==> config.mk <==
export PLATFORM = sky130hd
export DESIGN_NAME = lisa_qqspi_arb
export DESIGN_NICKNAME = d
export VERILOG_FILES = /design/src/rtl/lisa_qqspi_arb.sv
export SDC_FILE = /design/constraint.sdc
export NUM_CORES = 1
export LEC_CHECK = 0
export BUFFER_PORTS_ARGS = -buffer_cell sky130_fd_sc_hd__buf_4
export CAP_MARGIN = 10
export CORE_UTILIZATION = 37
export CTS_BUF_LIST = sky130_fd_sc_hd__clkbuf_16
export DETAILED_ROUTE_END_ITERATION = 8
export PLACE_DENSITY = 0.85
export SLEW_MARGIN = 20
export SYNTH_ARGS = -nofsm -noshare
export SYNTH_HDL_FRONTEND = slang
export SYNTH_SLANG_ARGS = --single-unit
==> constraint.sdc <==
create_clock -name clk -period 1.55 [get_ports clk]
set_input_delay 0.0775 -clock clk [delete_from_list [all_inputs] [get_ports clk]]
set_output_delay 0.0775 -clock clk [all_outputs]
set_load 0.02 [all_outputs]
==> src/rtl/lisa_qqspi_arb.sv <==
// rtl/lisa_qqspi_arb.sv - arbitrates one shared quad/single SPI memory controller between NUM_REQ requesters
// The grant is held for the whole burst and released only once the controller has dropped ready.
module lisa_qqspi_arb #(
   parameter int NUM_REQ      = 2,
   parameter int CHIP_SELECTS = 2
) (
   input  logic                             clk,
   input  logic                             rst,
   input  logic                             prio_fixed,
   input  logic [NUM_REQ-1:0]               req_valid,
   input  logic [NUM_REQ*24-1:0]            req_addr,
   input  logic [NUM_REQ*16-1:0]            req_wdata,
   input  logic [NUM_REQ*2-1:0]             req_wstrb,
   input  logic [NUM_REQ*4-1:0]             req_len,
   input  logic [NUM_REQ*CHIP_SELECTS-1:0]  req_ce,
   input  logic [NUM_REQ-1:0]               req_ready_ack,
   output logic [NUM_REQ-1:0]               req_ready,
   output logic [NUM_REQ-1:0]               req_done,
   output logic [15:0]                      req_rdata,
   output logic [NUM_REQ-1:0]               grant,
   output logic [23:0]                      spi_addr,
   output logic [15:0]                      spi_wdata,
   output logic [1:0]                       spi_wstrb,
   output logic [3:0]                       spi_xfer_len,
   output logic [CHIP_SELECTS-1:0]          spi_ce_ctrl,
   output logic                             spi_valid,
   output logic                             spi_ready_ack,
   input  logic [15:0]                      spi_rdata,
   input  logic                             spi_ready,
   input  logic                             spi_xfer_done
);

   localparam int RRW = (NUM_REQ > 1) ? $clog2(NUM_REQ) : 1;

   localparam logic [1:0] ST_IDLE  = 2'd0;
   localparam logic [1:0] ST_ISSUE = 2'd1;
   localparam logic [1:0] ST_XFER  = 2'd2;
   localparam logic [1:0] ST_DRAIN = 2'd3;

   logic [23:0]             addr_a  [NUM_REQ];
   logic [15:0]             wdata_a [NUM_REQ];
   logic [1:0]              wstrb_a [NUM_REQ];
   logic [3:0]              len_a   [NUM_REQ];
   logic [CHIP_SELECTS-1:0] ce_a    [NUM_REQ];

   for (genvar i = 0; i < NUM_REQ; i++) begin : g_unpack
      assign addr_a[i]  = req_addr[i*24 +: 24];
      assign wdata_a[i] = req_wdata[i*16 +: 16];
      assign wstrb_a[i] = req_wstrb[i*2 +: 2];
      assign len_a[i]   = req_len[i*4 +: 4];
      assign ce_a[i]    = req_ce[i*CHIP_SELECTS +: CHIP_SELECTS];
   end

   logic [1:0]              state_q, state_d;
   logic [NUM_REQ-1:0]      grant_q, grant_d;
   logic [RRW-1:0]          gidx_q, gidx_d;
   logic [RRW-1:0]          rr_q, rr_d;
   logic [23:0]             addr_q, addr_d;
   logic [1:0]              wstrb_q, wstrb_d;
   logic [3:0]              len_q, len_d;
   logic [CHIP_SELECTS-1:0] ce_q, ce_d;
   logic                    valid_q, valid_d;

   logic                    win_found;
   logic [RRW-1:0]          win_idx;
   logic [NUM_REQ-1:0]      win_oh;
   logic [RRW-1:0]          cand_idx;
   int                      cand;
   logic [RRW-1:0]          rr_next;
   logic                    in_xfer;

   // Scan candidates starting at 0 (fixed) or at the round-robin pointer, wrapping.
   always_comb begin
      win_found = 1'b0;
      win_idx   = '0;
      win_oh    = '0;
      cand      = 0;
      cand_idx  = '0;
      for (int k = 0; k < NUM_REQ; k++) begin
         cand = prio_fixed ? k : k + int'(rr_q);
         if (cand >= NUM_REQ) cand = cand - NUM_REQ;
         cand_idx = RRW'(cand);
         if (!win_found && req_valid[cand_idx]) begin
            win_found = 1'b1;
            win_idx   = cand_idx;
         end
      end
      for (int k = 0; k < NUM_REQ; k++) begin
         win_oh[k] = win_found && (win_idx == RRW'(k));
      end
   end

   assign rr_next = (gidx_q == RRW'(NUM_REQ - 1)) ? '0 : gidx_q + 1'b1;

   always_comb begin
      state_d = state_q;
      grant_d = grant_q;
      gidx_d  = gidx_q;
      rr_d    = rr_q;
      addr_d  = addr_q;
      wstrb_d = wstrb_q;
      len_d   = len_q;
      ce_d    = ce_q;
      valid_d = valid_q;
      case (state_q)
         ST_IDLE: begin
            if (win_found) begin
               grant_d = win_oh;
               gidx_d  = win_idx;
               addr_d  = addr_a[win_idx];
               wstrb_d = wstrb_a[win_idx];
               len_d   = len_a[win_idx];
               ce_d    = ce_a[win_idx];
               state_d = ST_ISSUE;
            end
         end
         ST_ISSUE: begin
            valid_d = 1'b1;
            state_d = ST_XFER;
         end
         ST_XFER: begin
            if (spi_xfer_done) begin
               valid_d = 1'b0;
               state_d = ST_DRAIN;
            end
         end
         ST_DRAIN: begin
            // A lingering ready must never be mistaken for a beat of the next burst.
            if (!spi_ready) begin
               grant_d = '0;
               if (!prio_fixed) rr_d = rr_next;
               state_d = ST_IDLE;
            end
         end
         default: state_d = ST_IDLE;
      endcase
   end

   always_ff @(posedge clk) begin
      if (rst) begin
         state_q <= ST_IDLE;
         grant_q <= '0;
         gidx_q  <= '0;
         rr_q    <= '0;
         addr_q  <= '0;
         wstrb_q <= '0;
         len_q   <= '0;
         ce_q    <= '0;
         valid_q <= 1'b0;
      end else begin
         state_q <= state_d;
         grant_q <= grant_d;
         gidx_q  <= gidx_d;
         rr_q    <= rr_d;
         addr_q  <= addr_d;
         wstrb_q <= wstrb_d;
         len_q   <= len_d;
         ce_q    <= ce_d;
         valid_q <= valid_d;
      end
   end

   assign in_xfer       = (state_q == ST_XFER);
   assign req_ready     = (in_xfer && spi_ready) ? grant_q : '0;
   assign req_done      = (in_xfer && spi_xfer_done) ? grant_q : '0;
   assign req_rdata     = spi_rdata;
   assign grant         = grant_q;
   assign spi_addr      = addr_q;
   assign spi_wstrb     = wstrb_q;
   assign spi_xfer_len  = len_q;
   assign spi_ce_ctrl   = ce_q;
   assign spi_valid     = valid_q;
   assign spi_ready_ack = in_xfer && req_ready_ack[gidx_q];
   // Write data bypasses the latch so each beat of a burst can carry fresh data.
   assign spi_wdata     = (grant_q != '0) ? wdata_a[gidx_q] : '0;

endmodule

==> metrics, run 1 <==
DRC viols=0; Max VDD drop=0.000851 V; Startpoint Class=register; row cnt=30; routed len/inst=17.8 um; hpwl dp=6.31 mm; Ys Warns=0; pwr dens=1500 mW/mm2; CTS Hold Bufs=0; Synth top cells by count=55 x a2111oi_1, 52 x nor2_1, 39 x dfxtp_1; clock-pin slew on the worst setup and hold paths=0.06 ns; setup ws final=0.0300 ns; routability congestion estimate=0.764; I/O Pins=193; layout cells sized above 1=48.1%; Post-synth EDFFs=0; largest buffer count on any clock path=2; r2r setup slk=0.03 ns; Tmin final=1.52 ns; Clk Latency, worst-skew pair=0.28 ns; Slew headroom=51.9%; Mapped Cells=298; RSZ-0062 raised after global routing=true; count leader, synth=a2111oi_1; static leakage=1.64 nW; first-pass GRT wire length=13.8 mm; Sequential Area=782 um2; Worst Path Arrival=1.70 ns; setup violators final=0; reg2reg end=spi_addr[4]; Initial Util=38.9%; WHS=0.123 ns; Critical R2R Launch=rr_q; Hold Path Depth=4; pre-CTS setup slack=-0.143 ns; sequential area share after synthesis=29.1%; CP Capture Type=register; status=finished, final reports clean; worst slew pin tran=0.720 ns; Layout area overhead=49.2%; max-slew violations=0; 1st-iter DRT viols=138; hold_sp=prio_fixed; Post-Syn Area=0.00269 mm2; TritonCTS Buffers=5; antenna violations before repair=0; Filler cells=642; Antenna Nets Post-Route=0; top_reg_cell synth=dfxtp_1; Core Area=0.00691 mm2; I/O Buffers=160; CTS root buf=clkbuf_16; gr usage total=23.0%; Critical Path Source=rr_q; First-pass DRT Iterations=4; Synth top area share=29.1%; CP max FO=34; Overflow after GRT=0; largest net degree at the start of global routing=65; min-delay worst type=primary input to register; Die Footprint=0.00760 mm2; Mean Syn Cell Area=9.01 um2; period utilization=98.1%; CP Capture Point=spi_addr[4]; Synth cell types=33; area occupied by multi-input gates=0.00159 mm2; CTS tree=yes; max-cap viol count=0; count of nets after finishing=551; ys async rst share=0%; Mapped Nets=424; vias in the first global route=2,884; # H-tree levels=2; Routed WL=9.32 mm; FF+latch count, synth=39; die height=87.2 um; routed vias/inst=5.78; Fmax achieved=0.658 GHz; area leader, netlist=dfxtp_1; Setup CP Type=register to register; clk sink count=39; FF-to-FF path depth=3; Vias=3,015; n_diodes=0; die width=87.2 um; top post-synthesis cells by area=dfxtp_1 29%, a2111oi_1 20%, nor4_1 7.7%; Clock Skew=0.00700 ns; final hold violation count=0; CP required=1.73 ns
[worst min-delay path by stage]
stage | to | slack [ns]
floorplan | req_rdata[0] | 0.27
global placement | req_rdata[0] | 0.16
detailed placement | req_rdata[0] | 0.16
CTS | rr_q | 0.12
global route | rr_q | 0.13
finish | rr_q | 0.12
[routing by layer]
metal  up-vias  track usage (%)  share of wire, %  wire length [um]
met3        19             5.02               8.5               792
met4         0             7.90               1.4               130
met2       166             42.6                51              4740
met5         -                0                 0                 0
met1      1415             26.0                39              3660
li1       1415                -                 -                 -
[cell families after synthesis]
group | after synthesis | share of synthesized area, %
buffers and inverters | 59 | 14.4
flip-flops | 39 | 29.1
AO/OA/AOI/OAI | 77 | 28.5
multiplexers | 18 | 6.71
AND/OR/NAND/NOR | 100 | 19.0
adder cells (fa/ha/maj) | 5 | 2.33
[flip-flops by register name (all words and copies together) (netlist names)]
signal        cells
gidx_q            1
rr_q              1
spi_valid         1
spi_xfer_len      4
grant             2
spi_ce_ctrl       2
spi_addr         24
state_q           2
spi_wstrb         2
[per-stage QoR]
stage	TNS, ns	cells	instance area (um2)	util, %	power [W]
6_report	0	522	4010	58.0	0.00601
5_1_grt	-0.247	522	4010	58.0	0.00636
4_1_cts	0	522	3930	56.8	0.00588
3_5_place_dp	-2.80	514	3780	54.7	0.00485
3_3_place_gp	-0.0630	514	3780	54.7	0.00478
2_1_floorplan	0	298	2690	-	0.00373
[where the power goes]
part,internal [W],switching (W),total [W]
clock,0.000581,0.000389,0.000970
sequential,0.00134,0.000211,0.00155
combinational,0.00149,0.00200,0.00349
total,0.00341,0.00260,0.00601
[cell usage in the layout, fill, tap and decap left out, types with 3 or more instances in the layout]
cell | netlist | final
inv_2 | 2 | 4
and3_1 | 4 | 3
buf_12 | 0 | 3
a2111oi_0 | 4 | 3
a21oi_1 | 4 | 4
dfxtp_1 | 39 | 38
clkbuf_16 | 0 | 5
a2111oi_1 | 55 | 51
nand2b_1 | 3 | 3
buf_4 | 19 | 168
inv_1 | 4 | 4
ha_1 | 5 | 3
mux2i_1 | 18 | 18
nor4_2 | 0 | 3
nor2_1 | 52 | 52
a2111oi_2 | 5 | 10
nor4_1 | 33 | 30
[worst max-delay path, cell delays in order (launching register included)]
cell and delay, ns:
dfxtp_1 0.40, and2b_4 0.50, a2111oi_1 0.19, nor4_1 0.31
[final cells by class]
cell class / count / share of cell area, %
Clock buffer: 5 / 3.12
Clock inverter: 3 / 0.312
Inverter: 7 / 1.06
Multi-Input combinational cell: 200 / 39.8
Sequential cell: 39 / 19.5
Tap cell: 96 / 3.00
Timing Repair Buffer: 172 / 33.2
[what timing repair did]
action / CTS / global route
pin swaps: 0 / 1
setup buffers: 0 / 0
gates cloned: 0 / 0
gates resized for setup: 6 / 17
endpoints found under the setup margin: 36 / 34
Note: power is estimated with default switching activity, not from simulation.
==> inputs of run 2 (changes only) <==
--- a/config.mk
+++ b/config.mk
@@ -11,6 +11,8 @@
 export CTS_BUF_LIST = sky130_fd_sc_hd__clkbuf_16
 export DETAILED_ROUTE_END_ITERATION = 8
 export PLACE_DENSITY = 0.85
+export REMOVE_ABC_BUFFERS = 1
+export SETUP_SLACK_MARGIN = 0.3
 export SLEW_MARGIN = 20
 export SYNTH_ARGS = -nofsm -noshare
 export SYNTH_HDL_FRONTEND = slang
==> metrics, run 2 (same netlist as run 1, synthesis figures left out) <==
status=finished, final reports clean (unchanged); fin area=0.00516 mm2 (was 0.00401 mm2); 1st-iter DRT viols=182 (was 138); row cnt=30 (unchanged); sw frac=43.2% (about the same); sw power=0.00336 W (was 0.00260 W); clk sink count=39 (unchanged); First-pass DRT Iterations=5 (was 4); setup violators final=0 (unchanged); # H-tree levels=2 (unchanged); Reg power frac=20.3% (was 25.8%); FF-to-FF path depth=6 (was 3); area occupied by multi-input gates=0.00223 mm2 (was 0.00159 mm2); combinational power share=67.4% (was 58.1%); global routing usage on met3=8.44% (was 5.02%); Die Footprint=0.00760 mm2 (unchanged); CP required=1.71 ns (was 1.73 ns); min-delay worst type=primary input to register (unchanged); Max VDD drop=0.000956 V (was 0.000851 V); Critical R2R Launch=state_q[1] (was rr_q); Tmin final=1.49 ns (was 1.52 ns); layout cells sized above 1=68.3% (was 48.1%); GRT busiest layer=met2 (unchanged); Initial Util=38.9% (unchanged); Routed WL=13.0 mm (was 9.32 mm); most common cell after layout, fill and taps aside=buf_4 (unchanged); WHS=0.123 ns (about the same); fin cells=554 (was 522); vias in the first global route=3,447 (was 2,884); Worst Path Arrival=1.64 ns (was 1.70 ns); Layout area overhead=92.0% (was 49.2%); Total Power=0.00778 W (was 0.00601 W); Vias=3,412 (was 3,015); max-cap viol count=0 (unchanged); CP max FO=19 (was 34); clock-pin slew on the worst setup and hold paths=0.06 ns (about the same); Core Area=0.00691 mm2 (unchanged); placed cell area=0.00382 mm2 (was 0.00378 mm2); hpwl dp=6.55 mm (was 6.31 mm); internal power=0.00442 W (was 0.00341 W); Overflow after GRT=0 (unchanged); reg2reg end=spi_addr[19] (was spi_addr[4]); count of nets after finishing=584 (was 551); antenna violations before repair=0 (unchanged); Antenna Nets Post-Route=0 (unchanged); Slew headroom=56.4% (was 51.9%); gr usage total=29.9% (was 23.0%); first-pass GRT wire length=17.3 mm (was 13.8 mm); TritonCTS Buffers=5 (unchanged); placed insts=516 (was 514); die height=87.2 um (unchanged); Clk pwr share=12.3% (was 16.1%); setup TNS after final layout=0 ns (unchanged); I/O Buffers=160 (unchanged); Fmax achieved=0.673 GHz (was 0.658 GHz); routability congestion estimate=0.735 (was 0.764); routed len/inst=23.5 um (was 17.8 um); Setup CP Type=register to register (unchanged); routed vias/inst=6.16 (was 5.78); die width=87.2 um (unchanged); static leakage=1.95 nW (was 1.64 nW); r2r setup slk=0.06 ns (was 0.03 ns); period utilization=95.8% (was 98.1%); I/O Pins=193 (unchanged); most frequent cells in the layout=169 x buf_4, 45 x nor2_1, 34 x dfxtp_1 (was 168 x buf_4, 52 x nor2_1, 51 x a2111oi_1); Clk Latency, worst-skew pair=0.27 ns (was 0.28 ns); Critical Path Source=state_q[1] (was rr_q); worst slew pin tran=0.654 ns (was 0.720 ns); Startpoint Class=register (unchanged); RSZ-0062 raised after global routing=true (unchanged); DRC viols=0 (unchanged); pwr dens=1510 mW/mm2 (was 1500 mW/mm2); met2 GRT Util=56.0% (was 42.6%); CP Capture Point=spi_addr[19] (was spi_addr[4]); final hold violation count=0 (unchanged); max-slew violations=0 (unchanged); largest buffer count on any clock path=2 (unchanged); largest net degree at the start of global routing=41 (was 65); met1 Track Usage GR=30.7% (was 26.0%); Sequential Area=792 um2 (was 782 um2); CTS tree=yes (unchanged); max reg flops=24 (unchanged); n_diodes=0 (unchanged); Filler cells=445 (was 642); CP Capture Type=register (unchanged); Clock Skew=0.00377 ns (was 0.00700 ns); CTS root buf=clkbuf_16 (unchanged)
-- run 2: cell count changes in the layout (fill, tap and decap cells not counted), sizes merged --
cell,before,now
nand2b,4,6
and2b,1,2
buf,172,200
inv,9,7
clkinv,1,2
clkbuf,5,7
-- run 2: worst min-delay path by stage --
| stage | start | slack (ns) | to | depth (start not counted) |
|---|---|---|---|---|
| 4_1_cts | req_addr[21] | 0.14 | spi_addr[21] | 3 |
| 6_report | req_addr[34] | 0.12 | spi_addr[10] | 3 |
| 5_1_grt | req_addr[34] | 0.14 | spi_addr[10] | 3 |
| 2_1_floorplan | rst | 0.14 | state_q[0] | 1 |
| 3_3_place_gp | spi_rdata[0] | 0.16 | req_rdata[0] | 0 |
| 3_5_place_dp | spi_rdata[0] | 0.16 | req_rdata[0] | 0 |
-- run 2: repair_timing --
item | in CTS | in global routing
pin swaps | 9 | 10
gates resized for setup | 104 | 49
endpoints found under the setup margin | 60 | 60
hold buffers | 0 | 0
setup buffers | 19 | 4
cloned | 6 | 2
-- run 2: power groups by stage --
stage	Sequential, W	Combinational (W)	Clock (W)
after floorplan	0.00192	0.00142	0
after global placement	0.00153	0.00342	0
after detailed placement	0.00154	0.00352	0
after CTS	0.00156	0.00444	0.000983
after global routing	0.00161	0.00552	0.00101
final	0.00158	0.00524	0.000957
-- run 2: through the flow --
| step | util [%] | setup slack (ns) |
|---|---|---|
| after floorplan | - | -0.00626 |
| after global placement | 55.3 | 0.0549 |
| after detailed placement | 55.3 | -0.0572 |
| after CTS | 69.4 | 0.140 |
| after global routing | 74.7 | 0.0310 |
| final | 74.7 | 0.0646 |
-- run 2: metal layers --
layer / part of all wire (%) / up-vias
met1: 33 / 1613
met4: 4.3 / 0
met5: 0 / -
li1: - / 1487
met3: 11 / 55
met2: 52 / 257
-- run 2: cell type report --
class / count / area share [%]
Multi-Input combinational cell: 203 / 43.3
Clock buffer: 5 / 2.43
Inverter: 7 / 0.752
Timing Repair Buffer: 202 / 35.7
Clock inverter: 2 / 0.170
Sequential cell: 39 / 15.4
Tap cell: 96 / 2.33
-- run 2: worst max-delay path, cell delays in order (launching register included) --
cell and delay [ns]:
dfxtp_2 0.34, inv_2 0.06, ha_4 0.19, inv_8 0.16
clkbuf_16 0.21, a2111oi_2 0.05, nor4_1 0.34
